===== src/rtl/pit_sound_mixer_if.sv =====
// Signal bundle between the timer/port side and the sound mixer.
// The master drives the timer samples and controls; the slave returns audio.
interface pit_sound_mixer_if;
    logic       tce;
    logic [2:0] tin;
    logic       beeper;
    logic [2:0] tmask;
    logic [1:0] vol;
    logic [9:0] pcm;
    logic       pcm_stb;
    logic       dac_out;

    modport master (
        output tce, tin, beeper, tmask, vol,
        input  pcm, pcm_stb, dac_out
    );

    modport slave (
        input  tce, tin, beeper, tmask, vol,
        output pcm, pcm_stb, dac_out
    );
endinterface


===== src/rtl/pit_sound_mixer.sv =====
// Box-filters timer channels and beeper over WIN ticks into a PCM sample,
// then drives a first-order sigma-delta bitstream for a one-pin DAC.
module pit_sound_mixer #(
    parameter int WIN  = 32,
    parameter int WLOG = 5
) (
    input  logic               clk,
    input  logic               reset,
    pit_sound_mixer_if.slave   bus
);
    logic [WLOG-1:0] r_wcnt;
    logic [WLOG:0]   r_c0, r_c1, r_c2, r_cb;
    logic [9:0]      r_pcm;
    logic            r_stb;
    logic [9:0]      r_sd;
    logic            r_dac;

    logic            w_close;
    logic [WLOG:0]   w_c0n, w_c1n, w_c2n, w_cbn;
    logic [WLOG+2:0] w_raw;
    logic [WLOG+5:0] w_scaled;
    logic [15:0]     w_sx;
    logic [9:0]      w_sat;
    logic [10:0]     w_sd_sum;

    assign w_close = bus.tce & (r_wcnt == WLOG'(WIN - 1));

    // Counts including this cycle's sample, so the closing tick is kept.
    assign w_c0n = r_c0 + {{WLOG{1'b0}}, bus.tce & bus.tin[0] & bus.tmask[0]};
    assign w_c1n = r_c1 + {{WLOG{1'b0}}, bus.tce & bus.tin[1] & bus.tmask[1]};
    assign w_c2n = r_c2 + {{WLOG{1'b0}}, bus.tce & bus.tin[2] & bus.tmask[2]};
    assign w_cbn = r_cb + {{WLOG{1'b0}}, bus.tce & bus.beeper};

    assign w_raw = {2'b00, w_c0n} + {2'b00, w_c1n} + {2'b00, w_c2n}
                 + {1'b0, w_cbn, 1'b0};
    assign w_scaled = {3'b000, w_raw} << bus.vol;
    assign w_sx     = 16'(w_scaled);
    assign w_sat    = (w_sx > 16'd1023) ? 10'd1023 : w_sx[9:0];

    assign w_sd_sum = {1'b0, r_sd} + {1'b0, r_pcm};

    always_ff @(posedge clk) begin
        if (reset) begin
            r_wcnt <= '0;
            r_c0   <= '0;
            r_c1   <= '0;
            r_c2   <= '0;
            r_cb   <= '0;
            r_pcm  <= '0;
            r_stb  <= 1'b0;
        end else begin
            r_stb <= w_close;
            if (bus.tce) begin
                r_wcnt <= r_wcnt + WLOG'(1);
            end
            if (w_close) begin
                r_pcm <= w_sat;
                r_c0  <= '0;
                r_c1  <= '0;
                r_c2  <= '0;
                r_cb  <= '0;
            end else begin
                r_c0 <= w_c0n;
                r_c1 <= w_c1n;
                r_c2 <= w_c2n;
                r_cb <= w_cbn;
            end
        end
    end

    // Only the low ten bits feed back; the carry leaves as the DAC bit.
    always_ff @(posedge clk) begin
        if (reset) begin
            r_sd  <= '0;
            r_dac <= 1'b0;
        end else begin
            r_sd  <= w_sd_sum[9:0];
            r_dac <= w_sd_sum[10];
        end
    end

    assign bus.pcm     = r_pcm;
    assign bus.pcm_stb = r_stb;
    assign bus.dac_out = r_dac;
endmodule


===== src/flat_wrapper.sv =====
// flat-port wrapper written by rule: the top's interface ports become plain ports
module pit_sound_mixer_flat 
#(
    parameter int WIN  = 32,
    parameter int WLOG = 5
)
  (clk, reset, bus_tce, bus_tin, bus_beeper, bus_tmask, bus_vol, bus_pcm, bus_pcm_stb, bus_dac_out);
  pit_sound_mixer_if bus_i ();
  input  logic clk;
  input  logic reset;
  input wire logic [$bits(bus_i.tce)-1:0] bus_tce;
  input wire logic [$bits(bus_i.tin)-1:0] bus_tin;
  input wire logic [$bits(bus_i.beeper)-1:0] bus_beeper;
  input wire logic [$bits(bus_i.tmask)-1:0] bus_tmask;
  input wire logic [$bits(bus_i.vol)-1:0] bus_vol;
  output wire logic [$bits(bus_i.pcm)-1:0] bus_pcm;
  output wire logic [$bits(bus_i.pcm_stb)-1:0] bus_pcm_stb;
  output wire logic [$bits(bus_i.dac_out)-1:0] bus_dac_out;
  assign bus_i.tce = bus_tce;
  assign bus_i.tin = bus_tin;
  assign bus_i.beeper = bus_beeper;
  assign bus_i.tmask = bus_tmask;
  assign bus_i.vol = bus_vol;
  assign bus_pcm = bus_i.pcm;
  assign bus_pcm_stb = bus_i.pcm_stb;
  assign bus_dac_out = bus_i.dac_out;
  pit_sound_mixer #(.WIN(WIN), .WLOG(WLOG)) u_core (.clk(clk), .reset(reset), .bus(bus_i));
endmodule

===== config.mk =====
export PLATFORM = sky130hd
export DESIGN_NAME = pit_sound_mixer_flat
export DESIGN_NICKNAME = d
export VERILOG_FILES = /design/src/rtl/pit_sound_mixer_if.sv /design/src/rtl/pit_sound_mixer.sv /design/src/flat_wrapper.sv
export SDC_FILE = /design/constraint.sdc
export NUM_CORES = 1
export LEC_CHECK = 0
export BUFFER_PORTS_ARGS = -buffer_cell sky130_fd_sc_hd__buf_2
export CAP_MARGIN = 10
export CORE_ASPECT_RATIO = 1.25
export CORE_MARGIN = 3
export CORE_UTILIZATION = 25
export CTS_CLUSTER_DIAMETER = 60
export DETAILED_ROUTE_END_ITERATION = 6
export SLEW_MARGIN = 20
export SYNTH_ARGS = -nofsm -noshare
export SYNTH_HDL_FRONTEND = slang
export SYNTH_SLANG_ARGS = --single-unit

===== constraint.sdc =====
create_clock -name clk -period 9.39 [get_ports clk]
set_input_delay 0.939 -clock clk [delete_from_list [all_inputs] [get_ports clk]]
set_output_delay 0.939 -clock clk [all_outputs]
set_load 0.02 [all_outputs]

# --- Word-level counts from Yosys, hierarchy flattened ---
# Index checks and enable logic that the tools add are counted.
op_classes:
  n_eq_ne: 1
  reduce_logical: 1
  n_bitwise: 8
  order_cmp: 1
  n_mux: 1
  shifts: 1
  addsub: 9
op_table:
  columns: ["operator", "count"]
  rows:
  - ["6-bit by 1-bit adder with 6-bit output", 4]
  - ["10-bit by 10-bit adder with 11-bit output", 1]
  - ["11-bit by 10-bit > comparator with 1-bit output (second input constant)", 1]
  - ["8-bit by 2-bit left shift with 11-bit output", 1]
  - ["10-bit two-way mux", 1]
  - ["8-bit by 6-bit adder with 8-bit output", 1]
  - ["8-bit by 7-bit adder with 8-bit output", 1]
  - ["1-bit bitwise AND", 8]
  - ["6-bit by 6-bit adder with 7-bit output", 1]
  - ["5-bit by 1-bit adder with 5-bit output (second input constant)", 1]
  - ["5-bit equality test (second input constant)", 1]
  - ["2-bit OR reduction", 1]
totals:
  input_bits: 12
  reg_bits: 51

# --- Depth between registers and ports, before layout ---
# Gate-level depths: netlist (run 1).
logic_depth:
  depth_word: 9
  mapped_depth: 19
  ltp_nobuf: 18

# --- Least setup slack after synthesis (run 1) ---
# OpenSTA, ideal clock, no wires.
synth_timing:
  path_kind: "input -> register"
  startpoint: "in bus_tce"
  endpoint: "reg u_core.r_pcm[2] (netlist: u_core.bus.pcm[2])"
  arrival_ns: 5.021
  path_stages: 18
  setup_slack_ns: 4.249
  path_buffers: 1
  cell_sequence: "clkbuf_1 and3_1 ha_1 ha_1 ha_1 a21o_1 a21oi_1 nor4b_2 a2111oi_2 xnor2_1 fa_1 ha_1 o21a_1 a211oi_1 or3b_4 a21bo_4 o221ai_2 nand2_1"
synth_between:
  elab_chain_cells: 9
synth_lines:
  columns: ["element", "line_no", "source"]
  rows:
  - ["start: declaration", "flat_wrapper.sv:11", "input wire logic [$bits(bus_i.tce)-1:0] bus_tce;"]
  - ["1-bit bitwise AND (*) (2 in a row)", "pit_sound_mixer.sv:30", "assign w_c1n = r_c1 + {{WLOG{1'b0}}, bus.tce & bus.tin[1] & bus.tmask[1]};"]
  - ["6-bit by 1-bit adder with 6-bit output (*)", "pit_sound_mixer.sv:30", null]
  - ["via u_core.w_c1n[1]", "pit_sound_mixer.sv:19", "logic [WLOG:0] w_c0n, w_c1n, w_c2n, w_cbn;"]
  - ["6-bit by 6-bit adder with 7-bit output (*)", "pit_sound_mixer.sv:34", "assign w_raw = {2'b00, w_c0n} + {2'b00, w_c1n} + {2'b00, w_c2n}"]
  - ["8-bit by 6-bit adder with 8-bit output (*)", "pit_sound_mixer.sv:34", null]
  - ["8-bit by 7-bit adder with 8-bit output (*)", "pit_sound_mixer.sv:35", "+ {1'b0, w_cbn, 1'b0};"]
  - ["8-bit by 2-bit left shift with 11-bit output (*)", "pit_sound_mixer.sv:36", "assign w_scaled = {3'b000, w_raw} << bus.vol;"]
  - ["11-bit by 10-bit > comparator with 1-bit output", "pit_sound_mixer.sv:38", "assign w_sat = (w_sx > 16'd1023) ? 10'd1023 : w_sx[9:0];"]
  - ["10-bit two-way mux (*)", "pit_sound_mixer.sv:38", null]
  - ["end signal: assignment", "pit_sound_mixer.sv:57", "r_pcm <= w_sat;"]
  - ["end: declaration", "pit_sound_mixer.sv:13", "logic [9:0] r_pcm;"]
# Mark *: on every way through the listed nets, which the timed path passes. The rest lies on a longest branch.
# A chain may end at the register's enable or synchronous reset.

# --- Final worst setup path (run 1) ---
# Same ends and word-level chain as after synthesis.

==> summary.md, run 1 <==
| Metric | Value |
|---|---|
| Synth warn | 0 |
| Rows | 44 |
| Fmax | slightly below 200 MHz |
| Final WS setup | 4.333 ns |
| Final wirelength | just under 6000 µm |
| Post-DRT Antenna Nets | 0 |
| Unrepaired setup endpoints after global routing | false |
| M1 wire length | around 2500 µm |
| CTS Hold Bufs | 0 |
| Async SR Flop Fraction | 0% |
| Antenna cells | 0 |
| Final min period | between 5 and 6 ns |
| Initial DRT Pass Iterations | 4 |
| Final period util | around 54% |
| Netlist cell types | between 40 and 50 |
| Clk_lat worst skew | 0.29 ns |
| Initial DRC count | 77 |
| Routed wl met3 | between 150 and 200 µm |
| Sequential area share after synthesis | about 34% |
| Synth Area per Inst | about 9.5 µm² |
| Core area | 0.01167 mm² |
| GRT overflow | 0 |
| Leak pwr | 1.640 nW |
| Die Y | 128.2 µm |
| Clk slew on worst S/H paths | around 0.070 ns |
| CTS H-tree depth | 2 |
| Max Clock Skew | around 0.0055 ns |
| Port Buffer Count | 23 |
| Inserted Clock Buffers | 5 |
| Hold Path Class | flop to flop |
| Crit path DAT | between 5 and 6 ns |
| Vias in the first global route | between 2000 and 2500 |
| Most common cell on crit path | ha_1 |
| Gp weighted congestion | 0.8242 |
| Final Hold Viols | 0 |
| Type of the worst setup path | primary input to flop |
| Filler instances | between 1000 and 1500 |
| Top-Level Pins | 24 |
| PostCTS Resize Cnt | 0 |
| Pwr/cell area | ~130 mW/mm² |
| Clock Path Buffers | 2 |
| CP Capture Type | flop |
| Die footprint | 0.01331 mm² |
| Flops & latches, synth | slightly above 50 |
| Post-CTS setup buffer count | 0 |
| Max layer used | met4 |
| Slowest cell delay on critical path | 0.44 ns |
| Area Growth Syn to Fin | 14.41% |
| Setup TNS | 0 ns |
| Clk sinks | 51 |
| TritonCTS clock tree | yes |
| Number of flops mapped to enable cells by yosys | 0 |
| Setup WS pre-CTS | between 4 and 5 ns |
| Slew @ Worst Pin | roughly 0.5 ns |
| Detailed-route via count | 2200 |
| Final setup viols | 0 |
| Gr usage total | roughly a tenth |
| Synthesized netlist cell count | about 320 |
| CTS root buffer | clkbuf_16 |
| First-pass GRT wire length | a little over 10000 µm |
| Nets | about 400 |
| Die width | ~100 µm |
| Max Slew Vio Count | 0 |
| Share of layout cells above drive strength 1 | 12.65% |
| Initial Util | 25.60% |
| Routed wire per std cell | approximately 12 µm |
| Initial antenna violation count | 0 |
| Cell area after synthesis | 0.002988 mm² |
| Worst Path Max Fanout | 12 |
| Main synth FF type | dfxtp_1 |
| Mean number of vias per cell | between 4 and 5 |
| Req. time, crit path | 9.58 ns |
| Max Cap Viol | 0 |
| Total length of routed met2 wires | between 3000 and 4000 µm |
| Status | finished, final reports clean |
| VDD IR-drop max | between 0.00007 and 0.00008 V |
| Largest net degree at the start of global routing | 30 |
| # DRC | 0 |
| Net Count, Synth | around 370 |
| Critical-path cell list | buf_2 -> and3_1 -> ha_1 -> ha_1 -> ha_1 -> a21o_1 -> a21oi_1 -> nor4b_2 -> a2111oi_2 -> xnor2_1 -> fa_1 -> ha_1 -> o21a_1 -> a211oi_1 -> or3b_4 -> a21bo_4 -> o221ai_2 -> nand2_1 |
| Slew headroom | 67.17% |
| Slowest-stage cell, CP | fa_1 |
| Detailed placer's ending HPWL | between 4000 and 5000 µm |
| Startpoint Class | primary input |
-- kinds of logic after synthesis --
logic type | synth area share (%)
fa+ha+maj | 19.51
simple gates | 18.17
flops | 34.17
mux | 2.848
xor+xnor | 10.51
buf+inv | 2.513
compound gates | 12.27
-- power breakdown --
group | switching [mW] | internal [mW] | leakage [nW]
Clock | 0.0788 | 0.0973 | 0.0733
Combinational | 0.0182 | 0.0138 | 1.15
Sequential | 0.00145 | 0.219 | 0.412
Total | 0.0984 | 0.330 | 1.64
-- cells in the mapped netlist (3+ instances only) --
library cell,n,area (µm²)
a21o_1,5,37.54
a21oi_1,14,70.07
and2_1,21,131.4
and3_1,4,25.02
clkbuf_1,7,26.28
dfxtp_1,51,1021
fa_1,8,160.2
ha_1,33,412.9
inv_1,10,37.54
mux2_2,4,45.04
mux2i_1,4,40.04
nand2_1,24,90.09
nand2b_1,3,18.77
nand3_1,10,50.05
nor2_1,26,97.59
nor2b_1,6,37.54
nor3_1,5,25.02
o21a_1,4,30.03
o21ai_0,13,65.06
o31ai_1,3,22.52
xnor2_1,14,122.6
xor2_1,20,175.2
-- critical path: cells and delay by family --
kind            cells  cell delay (ns)
compound gates      7             1.50
xor+xnor            1             0.19
fa+ha+maj           5             1.68
buf+inv             1             0.18
simple gates        4             0.74
-- path summary, 6_finish.rpt --
kind / startpoint / to / slack [ns] / depth (start not counted)
max: bus_tce / u_core.bus.pcm[2]$_SDFFE_PP0P_ / 4.33 / 18
min: u_core.bus.pcm[3]$_SDFFE_PP0P_ / u_core.bus.pcm[3]$_SDFFE_PP0P_ / 0.48 / 2
max reg2reg: u_core.r_c1[0]$_SDFF_PP0_ / u_core.bus.pcm[2]$_SDFFE_PP0P_ / 5.03 / 16
min reg2reg: u_core.bus.pcm[3]$_SDFFE_PP0P_ / u_core.bus.pcm[3]$_SDFFE_PP0P_ / 0.48 / 2
-- cell usage in the layout (no fill, tap or decap), types with 3 or more instances in the layout --
cell type / count
xnor2_1: 14
nand2_1: 24
ha_1: 33
mux2_2: 4
nand3_1: 10
mux2i_1: 4
fa_1: 8
xor2_1: 20
dfxtp_1: 51
o31ai_1: 3
nor2_1: 26
o21a_1: 4
clkbuf_16: 5
buf_2: 23
o21ai_0: 13
and3_1: 4
nor3_1: 5
inv_1: 10
clkinv_2: 3
and2_1: 21
nor2b_1: 6
a21oi_1: 14
a21o_1: 5
nand2b_1: 3
-- flip-flops by register name (all words and copies together), names as in the netlist --
| register | count |
|---|---|
| u_core.bus.pcm | 10 |
| u_core.r_sd | 10 |
| u_core.r_c0 | 6 |
| u_core.r_c1 | 6 |
| u_core.r_c2 | 6 |
| u_core.r_cb | 6 |
| u_core.r_wcnt | 5 |
| u_core.bus.dac_out | 1 |
| u_core.bus.pcm_stb | 1 |
-- layer usage --
metal | GRT usage (%) | vias to the layer above
met2 | 17.37 | 29
met1 | 10.24 | 1018
met3 | 1.814 | 12
li1 | - | 1141
met4 | 4.460 | 0
met5 | 0 | -
-- cell type report --
cell class | instances | area, µm² | share of cell area [%]
sequential | 51 | 1021 | 29.87
multi-input combinational | 246 | 1892 | 55.34
tap | 161 | 201.4 | 5.893
clock inverter | 3 | 15.01 | 0.4392
inverter | 11 | 41.29 | 1.208
timing repair buffer | 24 | 122.6 | 3.587
clock buffer | 5 | 125.1 | 3.660
-- metrics by stage --
step / cells / hold slack, ns / util [%] / area, µm² / power, mW
after floorplan: 316 / 0.4673 / - / 2988 / 0.2472
after global placement: 493 / 0.4703 / 28.09 / 3278 / 0.2572
after detailed placement: 493 / 0.4682 / 28.09 / 3278 / 0.2575
after CTS: 501 / 0.4793 / 29.29 / 3418 / 0.4369
after global routing: 501 / 0.5215 / 29.29 / 3418 / 0.4461
final: 501 / 0.4787 / 29.29 / 3418 / 0.4283
Note: power is estimated with default switching activity, not from simulation.
==> run 2, diff against run 1 <==
==> constraint.sdc (replaced) <==
create_clock -name clk -period 5.1 [get_ports clk]
set_input_delay 0.51 -clock clk [delete_from_list [all_inputs] [get_ports clk]]
set_output_delay 0.51 -clock clk [all_outputs]
set_load 0.02 [all_outputs]
==> summary.md, run 2 (same netlist as run 1, synthesis figures left out) <==
| Metric | Value |
|---|---|
| Antenna cells | 0 (unchanged) |
| Rows | 44 (unchanged) |
| Largest net degree at the start of global routing | 30 (unchanged) |
| Die width | 103.8 µm (unchanged) |
| Core area | 0.01167 mm² (unchanged) |
| Startpoint Class | primary input (unchanged) |
| Max Cap Viol | 0 (unchanged) |
| FF-to-FF setup slack | 0.73 ns (was 5.03 ns) |
| Die Y | 128.2 µm (unchanged) |
| Final WS setup | 0.5337 ns (was 4.333 ns) |
| Max Clock Skew | 0.004894 ns (was 0.005500 ns) |
| Register Area | 0.001021 mm² (unchanged) |
| Vias in the first global route | 2332 (was 2223) |
| WHS Endpoint | u_core.bus.pcm[3]$_SDFFE_PP0P_ (unchanged) |
| Psw | 181.3 µW (was 98.41 µW) |
| R2r startpoint | u_core.r_c1[0]$_SDFF_PP0_ (unchanged) |
| GRT overflow | 0 (unchanged) |
| Commonest non-fill, non-tap cells in the layout | dfxtp_1 (51), ha_1 (33), nor2_1 (26) (unchanged) |
| Final setup viols | 0 (unchanged) |
| # DRC | 0 (unchanged) |
| Gp weighted congestion | 0.7992 (was 0.8242) |
| CTS H-tree depth | 2 (unchanged) |
| Detailed-route via count | 2218 (was 2200) |
| CTS root buffer | clkbuf_16 (unchanged) |
| Commonest non-fill, non-tap cell in the layout | dfxtp_1 (unchanged) |
| Leak pwr | 1.648 nW (was 1.640 nW) |
| Max Slew Vio Count | 0 (unchanged) |
| Final min period | approximately 4.6 ns |
| Worst R2R End | u_core.bus.pcm[2]$_SDFFE_PP0P_ (unchanged) |
| Mean number of vias per cell | 4.418 (was 4.391) |
| P_int | 638.1 µW (was 329.9 µW) |
| Type of the worst setup path | primary input to flop (unchanged) |
| Min-delay src | u_core.bus.pcm[3]$_SDFFE_PP0P_ (unchanged) |
| Critical-path cell list | buf_2 -> and3_1 -> ha_1 -> ha_1 -> ha_1 -> a21o_1 -> a21oi_1 -> nor4b_2 -> a2111oi_2 -> xnor2_1 -> fa_1 -> ha_1 -> o21a_1 -> a211oi_1 -> or3b_4 -> a21bo_4 -> o221ai_2 -> nand2_1 (unchanged) |
| CP Launch Point | bus_tce (unchanged) |
| Share of layout cells above drive strength 1 | 12.61% (was 12.65%) |
| Final period util | between 80% and 90% |
| Fmax | roughly 220 MHz |
| CP bufs+invs | 1 (unchanged) |
| Filler instances | 1277 (was 1289) |
| Hold Path Class | flop to flop (unchanged) |
| Slew @ Worst Pin | 0.4701 ns (was 0.4908 ns) |
| Detailed placer's ending HPWL | 4767 µm (was 4646 µm) |
| Slowest-stage cell, CP | fa_1 (unchanged) |
| Final wirelength | 5942 µm (was 5881 µm) |
| Routed wire per std cell | 11.84 µm (was 11.74 µm) |
| Clk sinks | 51 (unchanged) |
| CP Capture Type | flop (unchanged) |
| Clock Power Share | 43.3% (was 41.1%) |
| Clock Path Buffers | 2 (unchanged) |
| Most common cell on crit path | ha_1 (unchanged) |
| Area Growth Syn to Fin | 15.20% (was 14.41%) |
| Pwr/cell area | 238.0 mW/mm² (was 125.3 mW/mm²) |
| Final hold slack | 0.4704 ns (was 0.4787 ns) |
| Worst reg2reg path depth | 16 (unchanged) |
| Worst Path Max Fanout | 7 (was 12) |
| Inserted Clock Buffers | 5 (unchanged) |
| Part of the power in registers | 49.4% (was 51.4%) |
| Clk slew on worst S/H paths | 0.07 ns (about the same) |
| Gr usage total | 9.936% (was 9.350%) |
| Clk_lat worst skew | 0.29 ns (about the same) |
| Post-CTS setup buffer count | 0 (unchanged) |
| Die footprint | 0.01331 mm² (unchanged) |
| Unrepaired setup endpoints after global routing | false (unchanged) |
| CTS Hold Bufs | 0 (unchanged) |
| Area taken by multi-input logic gates | 0.001892 mm² (unchanged) |
| Setup TNS | 0 ns (unchanged) |
| VDD IR-drop max | 0.0001760 V (was 0.00007938 V) |
| TritonCTS clock tree | yes (unchanged) |
| Initial DRC count | 54 (was 77) |
| Status | finished, final reports clean (unchanged) |
| Initial DRT Pass Iterations | 4 (unchanged) |
| Slowest cell delay on critical path | 0.44 ns (about the same) |
| Final Hold Viols | 0 (unchanged) |
| Port Buffer Count | 23 (unchanged) |
| Post-DRT Antenna Nets | 0 (unchanged) |
| Combinational share of power | 7.3% (was 7.5%) |
| Req. time, crit path | 5.29 ns (was 9.58 ns) |
| First-pass GRT wire length | 10860 µm (was 10200 µm) |
| Initial antenna violation count | 0 (unchanged) |
| Setup WS pre-CTS | 0.2009 ns (was 4.021 ns) |
| Hold Path Depth | 2 (unchanged) |
| Top-Level Pins | 24 (unchanged) |
| PostCTS Resize Cnt | 0 (unchanged) |
| Nets | 393 (was 392) |
| Slew headroom | 68.55% (was 67.17%) |
| Initial Util | 25.60% (unchanged) |
| Crit path DAT | 4.75 ns (was 5.24 ns) |
| Cell family with most CP delay | adder cells (unchanged) |
| Net Sw Frac | 22.12% (was 22.98%) |
-- run 2: changes by cell type in the layout (fill, tap and decap cells not counted) --
cell / change
clkinv_2: -3
clkbuf_8: +2
buf_4: +1
clkbuf_1: +1
-- run 2: metrics by stage --
stage,power [mW],utilization [%],cell area [µm²],std cells
floorplan,0.4551,-,2988,316
global placement,0.4744,28.15,3286,494
detailed placement,0.4748,28.15,3286,494
CTS,0.8329,29.49,3442,502
global route,0.8564,29.49,3442,502
finish,0.8194,29.49,3442,502
-- run 2: layout make-up --
cell class	count	share of cell area, %
flip-flops and latches	51	29.66
repair buffers	25	3.780
well taps	161	5.852
inverters	11	1.200
clock buffers	8	4.544
multi-input cells	246	54.96
-- run 2: worst max-delay path by stage --
| stage | endpoint | slack [ns] | depth (start not counted) |
|---|---|---|---|
| after floorplan | u_core.bus.pcm[2]$_SDFFE_PP0P_ | 0.39 | 18 |
| after global placement | u_core.bus.pcm[5]$_SDFFE_PP0P_ | 0.31 | 18 |
| after detailed placement | u_core.bus.pcm[2]$_SDFFE_PP0P_ | 0.20 | 18 |
| after CTS | u_core.bus.pcm[5]$_SDFFE_PP0P_ | 0.51 | 18 |
| after global routing | u_core.bus.pcm[1]$_SDFFE_PP0P_ | 0.25 | 18 |
| final | u_core.bus.pcm[2]$_SDFFE_PP0P_ | 0.53 | 18 |
-- run 2: worst min-delay path, stage by stage, from the launching register on --
cell	delay (ns)
dfxtp_1	0.33
nand2_1	0.06
nand2_1	0.04
-- run 2: routing by layer --
metal  track usage [%]  wire length (µm)  vias to the layer above
li1                  -                 -                     1141
met1             11.16              2501                     1041
met2             18.34              3163                       27
met3             1.965               136                        9
met4             4.225               140                        0
met5                 0                 0                        -
-- run 2: power by group through the flow --
stage	logic [mW]	clock network, mW	registers, mW
2_1_floorplan	0.0415	0	0.414
3_3_place_gp	0.0604	0	0.414
3_5_place_dp	0.0607	0	0.414
4_1_cts	0.0612	0.367	0.405
5_1_grt	0.0691	0.382	0.405
6_report	0.0596	0.355	0.405
